$ cat src/rtl/bidir_line_arbiter_if.sv
// Requester-side bus of bidir_line_arbiter: two single-bit request/ack channels.
// Handshake: reqN is a level held until ackN pulses for one cycle. wrN and wdataN are
// sampled in the grant cycle. rdataN is valid from the read ack until the next read ack.
interface bidir_line_arbiter_if;
    logic req0;
    logic req1;
    logic wr0;
    logic wr1;
    logic wdata0;
    logic wdata1;
    logic ack0;
    logic ack1;
    logic rdata0;
    logic rdata1;

    modport master (
        output req0, req1, wr0, wr1, wdata0, wdata1,
        input  ack0, ack1, rdata0, rdata1
    );

    modport slave (
        input  req0, req1, wr0, wr1, wdata0, wdata1,
        output ack0, ack1, rdata0, rdata1
    );
endinterface

$ cat src/rtl/bidir_line_arbiter.sv
// Round-robin sharing of one BB pad between two single-bit requesters, with turnaround,
// hold and settle timing. Optional macro BIDIR_PARK_DRIVE_EN keeps driving after writes.
module bidir_line_arbiter #(
    parameter int TURNAROUND = 2,
    parameter int HOLD       = 4,
    parameter int SETTLE     = 4
) (
    input  logic                 clock,
    input  logic                 reset_n,
    bidir_line_arbiter_if.slave  bus,
    output logic                 busy,
    output logic                 owner,
    output logic                 bb_i,
    output logic                 bb_t,
    input  logic                 bb_o,
    output logic [2:0]           state_dbg
);

    typedef enum logic [2:0] {
        S_IDLE   = 3'd0,
        S_TURN   = 3'd1,
        S_DRIVE  = 3'd2,
        S_SETTLE = 3'd3,
        S_ACK    = 3'd4
    } state_t;

    localparam logic [7:0] TURN_LOAD   = 8'(TURNAROUND - 1);
    localparam logic [7:0] HOLD_LOAD   = 8'(HOLD - 1);
    localparam logic [7:0] SETTLE_LOAD = 8'(SETTLE - 1);
    localparam logic       USE_TURN    = (TURNAROUND > 0);

`ifdef BIDIR_PARK_DRIVE_EN
    localparam logic PARK = 1'b1;
`else
    localparam logic PARK = 1'b0;
`endif

    state_t     state;
    logic [7:0] cnt;
    logic       cur_dir;    // direction of last completed transaction, 1 = write
    logic       prio;       // requester that wins a tie
    logic       txn_wdata;
    logic       sync1;
    logic       sync2;
    logic       ack0_q;
    logic       ack1_q;
    logic       rdata0_q;
    logic       rdata1_q;

    logic       grant_valid;
    logic       grant_sel;
    logic       grant_wr;
    logic       grant_wdata;

    always_comb begin
        grant_valid = bus.req0 | bus.req1;
        grant_sel   = 1'b0;
        if (bus.req0 && bus.req1) begin
            grant_sel = prio;
        end else if (bus.req1) begin
            grant_sel = 1'b1;
        end
        grant_wr    = grant_sel ? bus.wr1    : bus.wr0;
        grant_wdata = grant_sel ? bus.wdata1 : bus.wdata0;
    end

    // bb_o is asynchronous to clock
    always_ff @(posedge clock or negedge reset_n) begin
        if (!reset_n) begin
            sync1 <= 1'b0;
            sync2 <= 1'b0;
        end else begin
            sync1 <= bb_o;
            sync2 <= sync1;
        end
    end

    always_ff @(posedge clock or negedge reset_n) begin
        if (!reset_n) begin
            state     <= S_IDLE;
            cnt       <= 8'd0;
            cur_dir   <= 1'b0;
            prio      <= 1'b0;
            txn_wdata <= 1'b0;
            owner     <= 1'b0;
            busy      <= 1'b0;
            bb_t      <= 1'b1;
            bb_i      <= 1'b0;
            ack0_q    <= 1'b0;
            ack1_q    <= 1'b0;
            rdata0_q  <= 1'b0;
            rdata1_q  <= 1'b0;
        end else begin
            ack0_q <= 1'b0;
            ack1_q <= 1'b0;
            case (state)
                S_IDLE: begin
                    if (grant_valid) begin
                        owner     <= grant_sel;
                        prio      <= ~grant_sel;
                        txn_wdata <= grant_wdata;
                        busy      <= 1'b1;
                        if (grant_wr) begin
                            if (!cur_dir && USE_TURN) begin
                                state <= S_TURN;
                                cnt   <= TURN_LOAD;
                                bb_t  <= 1'b1;
                                bb_i  <= 1'b0;
                            end else begin
                                state <= S_DRIVE;
                                cnt   <= HOLD_LOAD;
                                bb_t  <= 1'b0;
                                bb_i  <= grant_wdata;
                            end
                        end else begin
                            // a read releases the line at once, parked or not
                            state <= S_SETTLE;
                            cnt   <= SETTLE_LOAD;
                            bb_t  <= 1'b1;
                            bb_i  <= 1'b0;
                        end
                    end
                end
                S_TURN: begin
                    if (cnt == 8'd0) begin
                        state <= S_DRIVE;
                        cnt   <= HOLD_LOAD;
                        bb_t  <= 1'b0;
                        bb_i  <= txn_wdata;
                    end else begin
                        cnt <= cnt - 8'd1;
                    end
                end
                S_DRIVE: begin
                    if (cnt == 8'd0) begin
                        state   <= S_ACK;
                        cur_dir <= 1'b1;
                        bb_t    <= ~PARK;
                        bb_i    <= PARK & txn_wdata;
                        if (owner) ack1_q <= 1'b1;
                        else       ack0_q <= 1'b1;
                    end else begin
                        cnt <= cnt - 8'd1;
                    end
                end
                S_SETTLE: begin
                    if (cnt == 8'd0) begin
                        state   <= S_ACK;
                        cur_dir <= 1'b0;
                        if (owner) begin
                            ack1_q   <= 1'b1;
                            rdata1_q <= sync2;
                        end else begin
                            ack0_q   <= 1'b1;
                            rdata0_q <= sync2;
                        end
                    end else begin
                        cnt <= cnt - 8'd1;
                    end
                end
                S_ACK: begin
                    state <= S_IDLE;
                    busy  <= 1'b0;
                end
                default: begin
                    state <= S_IDLE;
                    busy  <= 1'b0;
                    bb_t  <= 1'b1;
                    bb_i  <= 1'b0;
                end
            endcase
        end
    end

    assign bus.ack0   = ack0_q;
    assign bus.ack1   = ack1_q;
    assign bus.rdata0 = rdata0_q;
    assign bus.rdata1 = rdata1_q;
    assign state_dbg  = state;

endmodule

$ cat src/flat_wrapper.sv
// flat-port wrapper written by rule: the top's interface ports become plain ports
module bidir_line_arbiter_flat 
#(
    parameter int TURNAROUND = 2,
    parameter int HOLD       = 4,
    parameter int SETTLE     = 4
)
  (clock, reset_n, busy, owner, bb_i, bb_t, bb_o, state_dbg, bus_req0, bus_req1, bus_wr0, bus_wr1, bus_wdata0, bus_wdata1, bus_ack0, bus_ack1, bus_rdata0, bus_rdata1);
  bidir_line_arbiter_if bus_i ();
  input  logic clock;
  input  logic reset_n;
  output logic busy;
  output logic owner;
  output logic bb_i;
  output logic bb_t;
  input  logic bb_o;
  output logic [2:0] state_dbg;
  input wire logic [$bits(bus_i.req0)-1:0] bus_req0;
  input wire logic [$bits(bus_i.req1)-1:0] bus_req1;
  input wire logic [$bits(bus_i.wr0)-1:0] bus_wr0;
  input wire logic [$bits(bus_i.wr1)-1:0] bus_wr1;
  input wire logic [$bits(bus_i.wdata0)-1:0] bus_wdata0;
  input wire logic [$bits(bus_i.wdata1)-1:0] bus_wdata1;
  output wire logic [$bits(bus_i.ack0)-1:0] bus_ack0;
  output wire logic [$bits(bus_i.ack1)-1:0] bus_ack1;
  output wire logic [$bits(bus_i.rdata0)-1:0] bus_rdata0;
  output wire logic [$bits(bus_i.rdata1)-1:0] bus_rdata1;
  assign bus_i.req0 = bus_req0;
  assign bus_i.req1 = bus_req1;
  assign bus_i.wr0 = bus_wr0;
  assign bus_i.wr1 = bus_wr1;
  assign bus_i.wdata0 = bus_wdata0;
  assign bus_i.wdata1 = bus_wdata1;
  assign bus_ack0 = bus_i.ack0;
  assign bus_ack1 = bus_i.ack1;
  assign bus_rdata0 = bus_i.rdata0;
  assign bus_rdata1 = bus_i.rdata1;
  bidir_line_arbiter #(.TURNAROUND(TURNAROUND), .HOLD(HOLD), .SETTLE(SETTLE)) u_core (.clock(clock), .reset_n(reset_n), .bus(bus_i), .busy(busy), .owner(owner), .bb_i(bb_i), .bb_t(bb_t), .bb_o(bb_o), .state_dbg(state_dbg));
endmodule
$ cat config.mk
export PLATFORM = sky130hd
export DESIGN_NAME = bidir_line_arbiter_flat
export DESIGN_NICKNAME = d
export VERILOG_FILES = /design/src/rtl/bidir_line_arbiter_if.sv /design/src/rtl/bidir_line_arbiter.sv /design/src/flat_wrapper.sv
export SDC_FILE = /design/constraint.sdc
export NUM_CORES = 1
export LEC_CHECK = 0
export CAP_MARGIN = 20
export CORE_MARGIN = 5
export CORE_UTILIZATION = 33
export DETAILED_ROUTE_END_ITERATION = 8
export PLACE_DENSITY = 0.53
export SKIP_LAST_GASP = 1
export SLEW_MARGIN = 20
export SYNTH_ARGS = -nofsm -noshare
export SYNTH_HDL_FRONTEND = slang
export SYNTH_SLANG_ARGS = --single-unit
$ cat constraint.sdc
create_clock -name clock -period 2.8 [get_ports clock]
set_input_delay 0.28 -clock clock [delete_from_list [all_inputs] [get_ports clock]]
set_output_delay 0.28 -clock clock [all_outputs]
set_load 0.005 [all_outputs]
==> results of run 1 <==
-- final cells by class --
class / count / share of cell area (%)
Multi-Input combinational cell: 93 / 39.4
Sequential cell: 24 / 38.1
Timing Repair Buffer: 21 / 13.0
Tap cell: 48 / 3.81
Clock buffer: 4 / 3.49
Inverter: 9 / 2.14
-- cells in the mapped netlist --
cell / number
a31oi_1: 2
a211oi_4: 1
or4_4: 2
o41a_1: 1
and3_4: 1
nand2b_1: 1
nand4_1: 1
or2_2: 3
nand2_1: 5
o311ai_0: 1
nor2_1: 13
nand3_1: 3
o21ai_0: 6
nor3_4: 1
buf_6: 1
or4_1: 6
nor2b_1: 2
mux2_1: 2
a211oi_1: 3
a32o_1: 1
or4b_4: 1
ha_1: 1
a32oi_1: 2
a21oi_1: 11
a22o_1: 1
dfrtp_1: 23
and2_1: 1
o31ai_1: 5
dfstp_2: 1
nor3_1: 3
or3_1: 4
a21boi_0: 1
nand4b_1: 1
and4b_1: 1
inv_1: 9
o211ai_1: 1
clkbuf_1: 4
nor4_1: 3
o2bb2ai_1: 1
mux2i_1: 1
-- stage by stage --
stage	setup WS, ns	util, %	hold WS (ns)	cell area, sq um	cells
detailed placement	0.449	41.0	0.337	1520	195
global placement	0.516	41.0	0.334	1520	195
floorplan	0.505	-	-0.0156	1280	131
CTS	0.425	42.5	0.357	1580	199
global route	0.333	42.5	0.360	1580	199
finish	0.438	42.5	0.354	1580	199
-- logic make-up after synthesis --
family / after synthesis / synth area share, %
flip-flops: 24 / 46.9
AND/OR/NAND/NOR: 52 / 24.9
adder cells (fa/ha/maj): 1 / 0.975
buffers and inverters: 14 / 4.68
multiplexers: 3 / 2.53
AO/OA/AOI/OAI: 37 / 20.1
-- power groups by stage --
stage	combinational, W	clock, W	sequential [W]
CTS	0.000629	0.000241	0.000635
finish	0.000621	0.000232	0.000637
global route	0.000708	0.000253	0.000663
floorplan	0.000428	0	0.000592
global placement	0.000617	0	0.000638
detailed placement	0.000623	0	0.000640
-- cells in the final DEF, fill, tap and decap left out, drive strengths merged, types with 5 or more instances in the layout --
master and instances:
or4 8, clkdlybuf4s50 19, inv 9, nor2 13
nand2 5, a21oi 11, o31ai 5, dfrtp 23
o21ai 6
-- critical path, stage by stage, from the launching register on --
cell	delay [ns]
dfrtp_1	0.42
inv_1	0.07
ha_1	0.19
or4b_4	0.52
or4_4	0.58
nor3_4	0.13
mux2_1	0.34
-- worst min path at each step --
| stage | start | end | depth (start not counted) |
|---|---|---|---|
| 6_report | u_core.sync1$_DFF_PN0_ | u_core.sync2$_DFF_PN0_ | 0 |
| 5_1_grt | u_core.sync1$_DFF_PN0_ | u_core.sync2$_DFF_PN0_ | 0 |
| 4_1_cts | u_core.sync1$_DFF_PN0_ | u_core.sync2$_DFF_PN0_ | 0 |
| 3_5_place_dp | u_core.sync1$_DFF_PN0_ | u_core.sync2$_DFF_PN0_ | 0 |
| 3_3_place_gp | u_core.sync1$_DFF_PN0_ | u_core.sync2$_DFF_PN0_ | 0 |
| 2_1_floorplan | reset_n | u_core.bb_i$_DFFE_PN0P_ | 0 |
-- layer usage --
layer  wire length, um  vias up
li1                  -      532
met1              1360      533
met2              1300       25
met3               142        5
met4                52        0
met5                 0        -
==> flow_summary_export.csv, run 1 <==
group,metric,value,unit
sta,tns,0,ns
finish,largest_reg_flops,8,
route,post-route-drc-count,0,
sta,tightestPinTransition,0.524,ns
power_and_ir_drop,power.total,0.00149,W
synth,synth_area,1280,sq um
flow_run,cap_violations,0,
global_routing,met1_usage,16.6,%
power_and_ir_drop,irDropWorstVdd,409,uV
global_routing,grt_pass1_wl,4960,um
sta,slew_violations,0,
cts,post_cts_resize_count,0,
die,num_rows,22,
critical_path,crit_required,2.95,ns
min_path,hold_class,"reg2reg",
sta,min_period_over_period,84.3,%
sta,fmax,0.423,GHz
global_routing,grt_max_degree,25,
die,ios,20,
sta,hold_viol,0,
route,wl,2850,um
route,dr.pass1.iters,4,
finish,fillers,369,
finish,top_register,"u_core.cnt",
critical_path,path_max_fanout,6,
global_routing,grt_pass1_vias,1050,
route,vias,1095,
cts,clock_latency,0.26,ns
finish,seq_area,602,sq um
synth,synth.top_cell.area_share,44.8,%
cts,clock_sinks,24,
power_and_ir_drop,clockPowerShare,15.5,%
critical_path,crit_end,"u_core.bus.rdata0$_DFFE_PN0P_",
synth,synthTopCellsByArea,"dfrtp_1 (45%), a21oi_1 (4.3%), nor2_1 (3.8%), or4_1 (3.5%), o31ai_1 (2.9%)",
critical_path,startpoint,"u_core.cnt[0]$_DFFE_PN0P_",
critical_path,critPathLaunchType,"register",
power_and_ir_drop,sequentialPowerShare,42.7,%
power_and_ir_drop,power.switching,0.000558,W
synth,syn_inst,131,
synth,synth_nets,141,
cts,numCtsBuffers,3,
power_and_ir_drop,power.density,944,nW/um^2
die,die_h,72.4,um
power_and_ir_drop,pwr-share-comb,41.7,%
die,die_area,5240,sq um
sta,finalSetupViolCount,0,
global_routing,use_met3,2.63,%
global_routing,use_met2,18.0,%
route,drt_iter0_markers,49,
critical_path,r2r_cells,6,
cts,cts_htree_levels,1,
route,vias_per_cell,5.50,
power_and_ir_drop,power_leakage,0.641,nW
die,start_util,34.5,%
global_routing,overflow,0,
die,die-width,72.4,um
critical_path,r2r_setup_slack,0.44,ns
finish,drive_gt1_share,10.6,%
route,antenna_left,0,
critical_path,end_kind,"register",
sta,skew,0.00267,ns
sta,rsz0062_at_grt,"no",
cts,clk_path_buf_depth,2,
route,routedWlPerCell,14.3,um
finish,insertedDiodeCount,0,
synth,synth_seq_area_share,46.9,%
cts,path_clk_slew,0.08,ns
cts,cts_tree,"done",
finish,multi_input_area,622,sq um
synth,ys_ff_latch,24,
finish,syn2layout_area_growth,22.9,%
critical_path,worstPathArrival,2.51,ns
synth,synth_cell_types,40,
cts,cts_setup_buffers,0,
placement,place_hpwl,2070,um
die,coreArea,3720,sq um
power_and_ir_drop,p_int,0.000931,W
critical_path,rr_startpoint,"u_core.cnt[0]$_DFFE_PN0P_",
global_routing,gr-usage-all-layers,12.0,%
critical_path,critPathKind,"reg2reg",
placement,port_buffers,19,
synth,syn-mean-instance-area,9.80,sq um
global_routing,grt_antenna_before_repair,0,
global_routing,grt_busiest_layer,"met2",
synth,ys.warnings.count,0,
sta,finalCriticalPeriod,2.36,ns
finish,fin_nets,162,
cts,ctsHoldBuffers,0,
power_and_ir_drop,switching_share,37.5,%
critical_path,r2r_end,"u_core.bus.rdata0$_DFFE_PN0P_",
outcome,status,"finished clean",
placement,globalplace.congestion,0.818,
cts,cts_root_buf,"clkbuf_8",
synth,yosysTopAreaCell,"dfrtp_1",
sta,max-slew-margin-rel,64.8,%
No activity file was read; power rests on OpenSTA's default activity.
==> run 2, diff against run 1 <==
clock period = 2.2 ns   (was 2.8 ns; I/O delays follow)
==> run 2 against run 1 <==
Critical path depth stayed put; setup slack worse by 0.39 ns; sequential power is 22% higher; via count is 1.6% higher; core utilization is 3.5 points higher; design area is 8.2% higher; die area stayed put; clock-buffer cell count is 1 lower; critical path type unchanged; critical endpoint is now u_core.bb_i$_DFFE_PN0P_; largest cell class unchanged.
==> flow_summary_export.csv, run 2 (synthesis gave the netlist of run 1 again) <==
group,metric,value,unit
die,num_rows,22,
route,top_layer,"met4",
placement,globalplace.congestion,0.787,
sta,hold_viol,0,
route,antenna_left,0,
finish,syn2layout_area_growth,32.9,%
outcome,status,"finished clean",
die,start_util,34.5,%
cts,clock_latency,0.27,ns
finish,insertedDiodeCount,0,
global_routing,grt_max_degree,15,
die,ios,20,
critical_path,crit_top_cell,"or3_4",
cts,cts_root_buf,"clkbuf_8",
sta,finalSetupViolCount,0,
finish,fin_util,45.9,%
die,die_area,5240,sq um
global_routing,overflow,0,
placement,place_hpwl,2230,um
critical_path,max_stage_delay,0.50,ns
power_and_ir_drop,power.density,1260,nW/um^2
critical_path,critPathSlowestCell,"or4b_4",
cts,clk_path_buf_depth,2,
placement,placed_area,1590,sq um
power_and_ir_drop,irDropWorstVdd,648,uV
finish,drive_gt1_share,21.1,%
critical_path,crit_required,2.36,ns
global_routing,grt_antenna_before_repair,0,
sta,fmax,0.465,GHz
global_routing,gr-usage-all-layers,12.0,%
sta,min_period_over_period,97.7,%
finish,multi_input_area,656,sq um
cts,cts_tree,"done",
route,wl_met1,1460,um
sta,skew,0.00367,ns
die,die-width,72.4,um
die,coreArea,3720,sq um
route,drt_iter0_markers,46,
sta,tightestPinTransition,0.530,ns
flow_run,cap_violations,0,
critical_path,critPathKind,"reg2reg",
route,wl_met3,178,um
sta,slew_violations,0,
cts,cts_htree_levels,1,
sta,max-slew-margin-rel,64.5,%
critical_path,crit_chain,"inv_2 > ha_4 > or4b_4 > or3_4 > or3_4 > a32o_1",
route,routedWlPerCell,14.3,um
route,dr.pass1.iters,4,
finish,final_common_cell,"dfrtp_1",
finish,seq_area,602,sq um
sta,rsz0062_at_grt,"yes",
global_routing,grt_pass1_vias,1064,
min_path,hold_class,"in2async",
route,wl,3000,um
finish,fillers,369,
critical_path,path_max_fanout,6,
cts,clock_sinks,24,
critical_path,worstPathArrival,2.31,ns
die,die_h,72.4,um
power_and_ir_drop,power_leakage,0.703,nW
finish,top_register,"u_core.cnt",
finish,largest_reg_flops,8,
route,met2_length,1320,um
sta,finalCriticalPeriod,2.15,ns
critical_path,critPathLaunchType,"register",
placement,port_buffers,19,
route,vias,1113,
finish,fin_nets,172,
finish,layout_common_cells,"dfrtp_1 (23), clkdlybuf4s50_1 (19), nor2_1 (12)",
finish,finalInstanceArea,1710,sq um
route,vias_per_cell,5.33,
cts,numCtsBuffers,3,
cts,path_clk_slew,0.09,ns
global_routing,grt_pass1_wl,5000,um
route,post-route-drc-count,0,
critical_path,end_kind,"register",
-- run 2: cell count changes in the layout (fill, tap and decap cells not counted), sizes merged --
cell and change:
buf +10, bufinv +1, clkbuf -1
-- run 2: layer usage --
metal	vias to the layer above	GRT usage, %
met1	532	16.6
met5	-	0
met4	0	3.07
li1	550	-
met2	27	18.0
met3	4	3.88
-- run 2: layout make-up --
type,instances,share of cell area [%]
Clock buffer,3,2.42
Clock inverter,1,1.76
Inverter,9,1.98
Multi-Input combinational cell,93,38.4
Sequential cell,24,35.3
Tap cell,48,3.52
Timing Repair Buffer,31,16.6
-- run 2: path summary, 6_finish.rpt --
check                                          start                        end  slack, ns  cells past startpoint
min reg2reg                   u_core.sync1$_DFF_PN0_     u_core.sync2$_DFF_PN0_       0.36                      0
max reg2reg                u_core.cnt[1]$_DFFE_PN0P_    u_core.bb_i$_DFFE_PN0P_       0.05                      6
max                        u_core.cnt[1]$_DFFE_PN0P_    u_core.bb_i$_DFFE_PN0P_       0.05                      6
min                                          reset_n  u_core.cnt[3]$_DFFE_PN0P_       0.29                      1
max in group asynchronous                    reset_n    u_core.prio$_DFFE_PN0P_       1.32                      2
min in group clock            u_core.sync1$_DFF_PN0_     u_core.sync2$_DFF_PN0_       0.36                      0
-- run 2: power breakdown --
part	leakage [nW]	total [W]	internal [W]	switching (W)
sequential	0.297	0.000776	0.000615	0.000161
clock	0.0357	0.000390	0.000243	0.000147
combinational	0.370	0.000983	0.000523	0.000460
-- run 2: critical path: cells and delay by family (launching register included) --
kind | cells | cell delay [ns]
AND/OR/NAND/NOR | 3 | 1.19
buffers and inverters | 1 | 0.07
flip-flops | 1 | 0.40
adder cells (fa/ha/maj) | 1 | 0.13
AO/OA/AOI/OAI | 1 | 0.25
-- run 2: timing repair --
item	4_1_cts	5_1_grt
pin swaps	2	5
endpoints found under the setup margin	9	10
gates resized for setup	2	5
setup buffers	1	1
hold endpoints to repair	0	0
hold buffers	0	0
-- run 2: stage by stage --
| stage | power [W] | worst slack (ns) | hold WS, ns | setup TNS, ns | cells |
|---|---|---|---|---|---|
| final | 0.00215 | 0.0502 | 0.290 | 0 | 209 |
| after global routing | 0.00232 | -0.0303 | 0.319 | -0.0830 | 209 |
| after CTS | 0.00212 | -0.0282 | 0.295 | -0.0293 | 208 |
| after detailed placement | 0.00170 | -0.0132 | 0.339 | -0.0181 | 203 |
| after global placement | 0.00169 | 0.0294 | 0.335 | 0 | 203 |
| after floorplan | 0.00131 | -0.000153 | -0.0756 | -0.000153 | 131 |
